$ cat src/rtl/subneg_pkg.sv
// rtl/subneg_pkg.sv - shared types for the SUBNEG run/halt sequencer
package subneg_pkg;

    typedef enum logic [1:0] {
        IDLE   = 2'd0,
        RUN    = 2'd1,
        STEP   = 2'd2,
        HALTED = 2'd3
    } run_state_t;

    typedef enum logic [1:0] {
        CAUSE_STEP = 2'd0,
        CAUSE_REQ  = 2'd1,
        CAUSE_LOOP = 2'd2,
        CAUSE_BKPT = 2'd3
    } halt_cause_t;

endpackage

$ cat src/rtl/subneg_sat_counter.sv
// rtl/subneg_sat_counter.sv - saturating up-counter with synchronous clear
module subneg_sat_counter #(
    parameter int WIDTH = 32
) (
    input  logic             clk,
    input  logic             rst,
    input  logic             i_clr,
    input  logic             i_inc,
    output logic [WIDTH-1:0] o_count
);

    localparam logic [WIDTH-1:0] ONE = {{(WIDTH-1){1'b0}}, 1'b1};

    logic [WIDTH-1:0] r_count;

    always_ff @(posedge clk or posedge rst) begin
        if (rst) begin
            r_count <= '0;
        end else if (i_clr) begin
            r_count <= '0;
        end else if (i_inc && (r_count != {WIDTH{1'b1}})) begin
            r_count <= r_count + ONE;
        end
    end

    assign o_count = r_count;

endmodule

$ cat src/rtl/subneg_run_ctrl.sv
// rtl/subneg_run_ctrl.sv - run/halt/step sequencer gating the SUBNEG core; SUBNEG_BREAKPOINT_EN adds a PC breakpoint
module subneg_run_ctrl
    import subneg_pkg::*;
#(
    parameter int ADDR_W = 8,
    parameter int CNT_W  = 32
) (
    input  logic              clk,
    input  logic              rst,
    input  logic              start,
    input  logic              halt_req,
    input  logic              step,
    input  logic              instr_start,
    input  logic              instr_done,
    input  logic [ADDR_W-1:0] pc,
    input  logic [ADDR_W-1:0] pc_next,
`ifdef SUBNEG_BREAKPOINT_EN
    input  logic [ADDR_W-1:0] bp_addr,
    input  logic              bp_valid,
`endif
    output logic              core_en,
    output logic              running,
    output logic              halted,
    output logic [1:0]        halt_cause,
    output logic [CNT_W-1:0]  instr_count
);

    run_state_t        r_state;
    run_state_t        w_next_state;
    halt_cause_t       r_cause;
    halt_cause_t       w_cause;
    logic [ADDR_W-1:0] r_start_addr;
    logic              r_halt_pend;
    logic              r_running;
    logic              r_halted;
    logic              w_active;
    logic              w_retire;
    logic              w_cnt_clr;
    logic              w_halt;
    logic              w_loop;
    logic              w_bkpt;
    logic              w_req;

    assign w_active = (r_state == RUN) || (r_state == STEP);
    assign w_retire = w_active && instr_done;

    // A jump to the instruction's own address is the program's halt idiom.
    assign w_loop = (pc_next == r_start_addr);
    assign w_req  = r_halt_pend || halt_req;
`ifdef SUBNEG_BREAKPOINT_EN
    assign w_bkpt = bp_valid && (pc_next == bp_addr);
`else
    assign w_bkpt = 1'b0;
`endif

    always_comb begin
        w_next_state = r_state;
        w_cnt_clr    = 1'b0;
        w_halt       = 1'b0;
        w_cause      = CAUSE_STEP;
        case (r_state)
            IDLE, HALTED: begin
                // halt_req beats a simultaneous start/step; IDLE entry also resets the count
                if (!halt_req) begin
                    if (start) begin
                        w_next_state = RUN;
                        w_cnt_clr    = (r_state == IDLE);
                    end else if (step) begin
                        w_next_state = STEP;
                        w_cnt_clr    = (r_state == IDLE);
                    end
                end
            end
            RUN, STEP: begin
                if (instr_done) begin
                    if (w_loop) begin
                        w_halt  = 1'b1;
                        w_cause = CAUSE_LOOP;
                    end else if (w_bkpt) begin
                        w_halt  = 1'b1;
                        w_cause = CAUSE_BKPT;
                    end else if (w_req) begin
                        w_halt  = 1'b1;
                        w_cause = CAUSE_REQ;
                    end else if (r_state == STEP) begin
                        w_halt  = 1'b1;
                        w_cause = CAUSE_STEP;
                    end
                    if (w_halt) begin
                        w_next_state = HALTED;
                    end
                end
            end
            default: w_next_state = IDLE;
        endcase
    end

    always_ff @(posedge clk or posedge rst) begin
        if (rst) begin
            r_state      <= IDLE;
            r_running    <= 1'b0;
            r_halted     <= 1'b0;
            r_cause      <= CAUSE_STEP;
            r_start_addr <= '0;
            r_halt_pend  <= 1'b0;
        end else begin
            r_state   <= w_next_state;
            r_running <= (w_next_state == RUN) || (w_next_state == STEP);
            r_halted  <= (w_next_state == HALTED);
            if (w_halt) begin
                r_cause <= w_cause;
            end
            if (instr_start) begin
                r_start_addr <= pc;
            end
            if ((w_next_state == HALTED) && (r_state != HALTED)) begin
                r_halt_pend <= 1'b0;
            end else if (w_active && halt_req) begin
                r_halt_pend <= 1'b1;
            end
        end
    end

    subneg_sat_counter #(
        .WIDTH (CNT_W)
    ) u_instr_counter (
        .clk     (clk),
        .rst     (rst),
        .i_clr   (w_cnt_clr),
        .i_inc   (w_retire),
        .o_count (instr_count)
    );

    assign core_en    = w_active;
    assign running    = r_running;
    assign halted     = r_halted;
    assign halt_cause = r_cause;

endmodule

$ cat config.mk
export PLATFORM = sky130hd
export DESIGN_NAME = subneg_run_ctrl
export DESIGN_NICKNAME = d
export VERILOG_FILES = /design/src/rtl/subneg_pkg.sv /design/src/rtl/subneg_sat_counter.sv /design/src/rtl/subneg_run_ctrl.sv
export SDC_FILE = /design/constraint.sdc
export NUM_CORES = 1
export LEC_CHECK = 0
export BUFFER_PORTS_ARGS = -buffer_cell sky130_fd_sc_hd__buf_2
export CAP_MARGIN = 30
export CORE_ASPECT_RATIO = 0.8
export CORE_MARGIN = 2
export CORE_UTILIZATION = 30
export DETAILED_ROUTE_END_ITERATION = 8
export PLACE_DENSITY = 0.61
export SLEW_MARGIN = 20
export SYNTH_ARGS = -nofsm -noshare
export SYNTH_HDL_FRONTEND = slang
export SYNTH_SLANG_ARGS = --single-unit
$ cat constraint.sdc
create_clock -name clk -period 3.2 [get_ports clk]
set_clock_uncertainty 0.2 [all_clocks]
set_input_delay 0.64 -clock clk [delete_from_list [all_inputs] [get_ports clk]]
set_output_delay 0.64 -clock clk [all_outputs]
set_load 0.05 [all_outputs]
==> results.py <==
metrics = {
    "run_status": {
        "status": "completed",
    },
    "floorplanning": {
        "core_area_mm2": 0.008446,
        "rows": 30,
        "io_pins": 60,
        "fp.dieW_um": 107.9,
        "die_h_um": 87.13,
        "die-area_mm2": 0.009401,
        "initial_core_util_pct": 30.68,
    },
    "power_and_ir_drop": {
        "p_sw_share_pct": 37.27,
        "p_int_mw": 1.140,
        "power.density_mw_per_mm2": 577.1,
        "clkPwrFrac_pct": 28.5,
        "seqPwrFrac_pct": 40.1,
        "p_leak_nw": 1.455,
        "power_switching_mw": 0.6776,
        "peakVddDrop_mv": 0.5166,
        "comb_power_share_pct": 31.5,
    },
    "finish": {
        "fillerInstances": 885,
        "layoutNonFillerInstCount": 440,
        "antenna-diode-count": 0,
        "drive_gt1_share_pct": 27.44,
        "area_growth_pct": 21.58,
        "final_nets": 355,
    },
    "setup_path": {
        "reg2reg_setup_slack_ns": 0.60,
        "crit_required_ns": 3.22,
        "worstPathArrival_ns": 2.62,
        "cp-endpoint": "u_instr_counter.o_count[28]",
        "rr_worst_depth": 6,
        "crit_path_end_kind": "register",
        "crit_fanout": 16,
        "worstReg2RegEnd": "u_instr_counter.o_count[28]",
        "cp-startpoint": "r_state[0]",
        "r2r_start": "r_state[0]",
        "critPathKind": "reg2reg",
        "startpoint_type": "register",
    },
    "timing": {
        "drv_slew": 0,
        "maxSlewHeadroom_pct": 51.46,
        "worstMarginPinSlew_ns": 0.7280,
        "grt_setup_unrepaired": "false",
        "max_freq_mhz": 384.2,
        "fin_crit_ns": 2.603,
        "hold_viol_final": 0,
        "setup_viol": 0,
        "setup_tns_ns": 0,
        "post-route-period-util_pct": 81.33,
    },
    "grt": {
        "grt_pass1_wl_mm": 11.15,
        "grt_usage_pct": 14.86,
        "grt_pass1_vias": 2237,
        "grt-ovfl-total": 0,
        "antenna_found_initial": 0,
        "grt_max_degree": 48,
    },
    "clocking": {
        "cts_max_path_buffers": 2,
        "holdBufCountCts": 0,
        "numCtsBuffers": 5,
        "htreeDepth": 2,
        "clkSinkCount": 47,
        "cts_root_buf": "clkbuf_8",
        "tritoncts": "yes",
        "worst_skew_pair.late_latency_ns": 0.30,
        "cts_setup_buffers": 0,
        "clkTransAtPathRegs_ns": 0.09,
        "cts-resized-gates": 0,
    },
    "placed_design": {
        "place_congestion": 0.7618,
        "port_buffers": 59,
        "hpwlAfterDp_mm": 4.787,
        "place_inst": 432,
    },
    "synth": {
        "syn-mean-instance-area_um2": 9.741,
        "synth_edf_count": 0,
        "ys_seq_area_share_pct": 45.39,
        "synthTopCellsByArea": "dfrtp_1 (45%), a21oi_1 (4.2%), nand2_1 (3.6%)",
        "yosysWarnings": 0,
        "async_reset_ff_share_pct": 100.0,
        "synth_top_area_share_pct": 45.39,
        "synth_flop_cell": "dfrtp_1",
        "synth_cell_types": 42,
        "synthCells": 266,
        "synth_top_cell_by_area": "dfrtp_1",
        "ys_ff_latch": 47,
        "syn_nets": 294,
        "synth_area_mm2": 0.002591,
    },
    "drt": {
        "viasPerCell": 5.209,
        "drc": 0,
        "wl_per_cell_um": 14.59,
        "drtIter0Drc": 74,
        "finalWirelength_mm": 6.419,
        "first_pass_iters": 4,
        "drtAntennaViolNets": 0,
        "vias": 2292,
    },
    "worst_hold_path": {
        "worstHoldPathType": "in2async",
    },
    "job": {
        "cap_violations": 0,
    },
}
-- sequential cells by signal (all words and copies together), names as in the netlist --
name                     cells
r_state                      2
r_halt_pend                  1
running                      1
r_start_addr                 8
u_instr_counter.o_count     32
halted                       1
halt_cause                   2
-- cells by family (layout without fill, tap and decap cells) --
group           Yosys count  count (layout)  synth area share, %
simple gates            113             113                25.88
compound gates           61              61                14.20
flops                    47              47                45.39
buf+inv                  17              79                3.235
mux                      15              15                6.181
xor+xnor                  8               8                2.704
fa+ha+maj                 5               5                2.414
-- cell type report --
type / count / area [um^2] / share of cell area [%]
clock buffer: 5 / 68.82 / 2.184
tap: 112 / 140.1 / 4.448
timing repair buffer: 66 / 347.8 / 11.04
multi-input combinational: 202 / 1331 / 42.26
sequential: 47 / 1176 / 37.33
clock inverter: 3 / 67.56 / 2.145
inverter: 5 / 18.77 / 0.5957
-- routing by layer --
layer | vias to the layer above | part of all wire [%] | track usage, %
li1 | 1131 | - | -
met1 | 1095 | 48 | 20.79
met2 | 62 | 45 | 23.21
met3 | 4 | 5.6 | 3.216
met4 | 0 | 1.1 | 4.312
met5 | - | 0 | 0
-- power groups by stage --
stage	registers, mW	logic (mW)	clock network, mW
after detailed placement	0.738	0.579	0
after floorplan	0.868	0.289	0
after global routing	0.740	0.623	0.565
final	0.728	0.572	0.518
after CTS	0.727	0.579	0.536
after global placement	0.732	0.566	0
-- through the flow --
step | hold WS (ns) | utilization [%] | instance area, um^2 | total power [mW] | setup WS (ns)
after floorplan | 0.3011 | - | 2591 | 1.157 | 0.4789
after global placement | 0.2937 | 35.60 | 3007 | 1.298 | 0.7274
after detailed placement | 0.2957 | 35.69 | 3014 | 1.316 | 0.6215
after CTS | 0.2967 | 37.30 | 3151 | 1.843 | 0.5733
after global routing | 0.3280 | 37.30 | 3151 | 1.927 | 0.3296
final | 0.2704 | 37.30 | 3151 | 1.818 | 0.5973
-- critical path: stages (launching register included) --
cell,delay [ns]
dfrtp_1,0.39
inv_1,0.10
ha_1,0.46
and2_1,0.22
nand3_1,0.39
or4_1,0.61
a21oi_1,0.16
-- cells in the mapped netlist (7+ instances only) --
cell	number
nor2_1	9
o21ai_0	15
nor4_1	7
nand2_1	25
o31ai_1	8
mux2i_1	7
o211ai_1	7
or4_1	10
xor2_1	8
mux2_2	8
nand4_1	14
dfrtp_1	47
clkbuf_1	8
or3_1	10
nand3_1	15
a21oi_1	22
-- worst min path at each step --
stage                          from               to  cells past startpoint
finish                          rst       r_state[1]                      3
global route                    rst       r_state[1]                      3
CTS                             rst       r_state[1]                      3
detailed placement    halt_cause[1]    halt_cause[1]                      2
global placement      halt_cause[1]    halt_cause[1]                      2
floorplan           r_start_addr[0]  r_start_addr[0]                      1
-- layout by cell type, fill, tap and decap left out, drive strengths merged, types with 8 or more instances in the layout --
cell | synthesis | final
dfrtp | 47 | 47
nor2 | 9 | 9
o31ai | 8 | 8
mux2 | 8 | 8
xor2 | 8 | 8
nand4 | 15 | 15
nand3 | 15 | 15
or4 | 10 | 10
a21oi | 23 | 23
buf | 4 | 66
o21ai | 16 | 16
nor4 | 8 | 8
nand2 | 25 | 25
or3 | 11 | 11
Power figures use the tool's default switching activity.
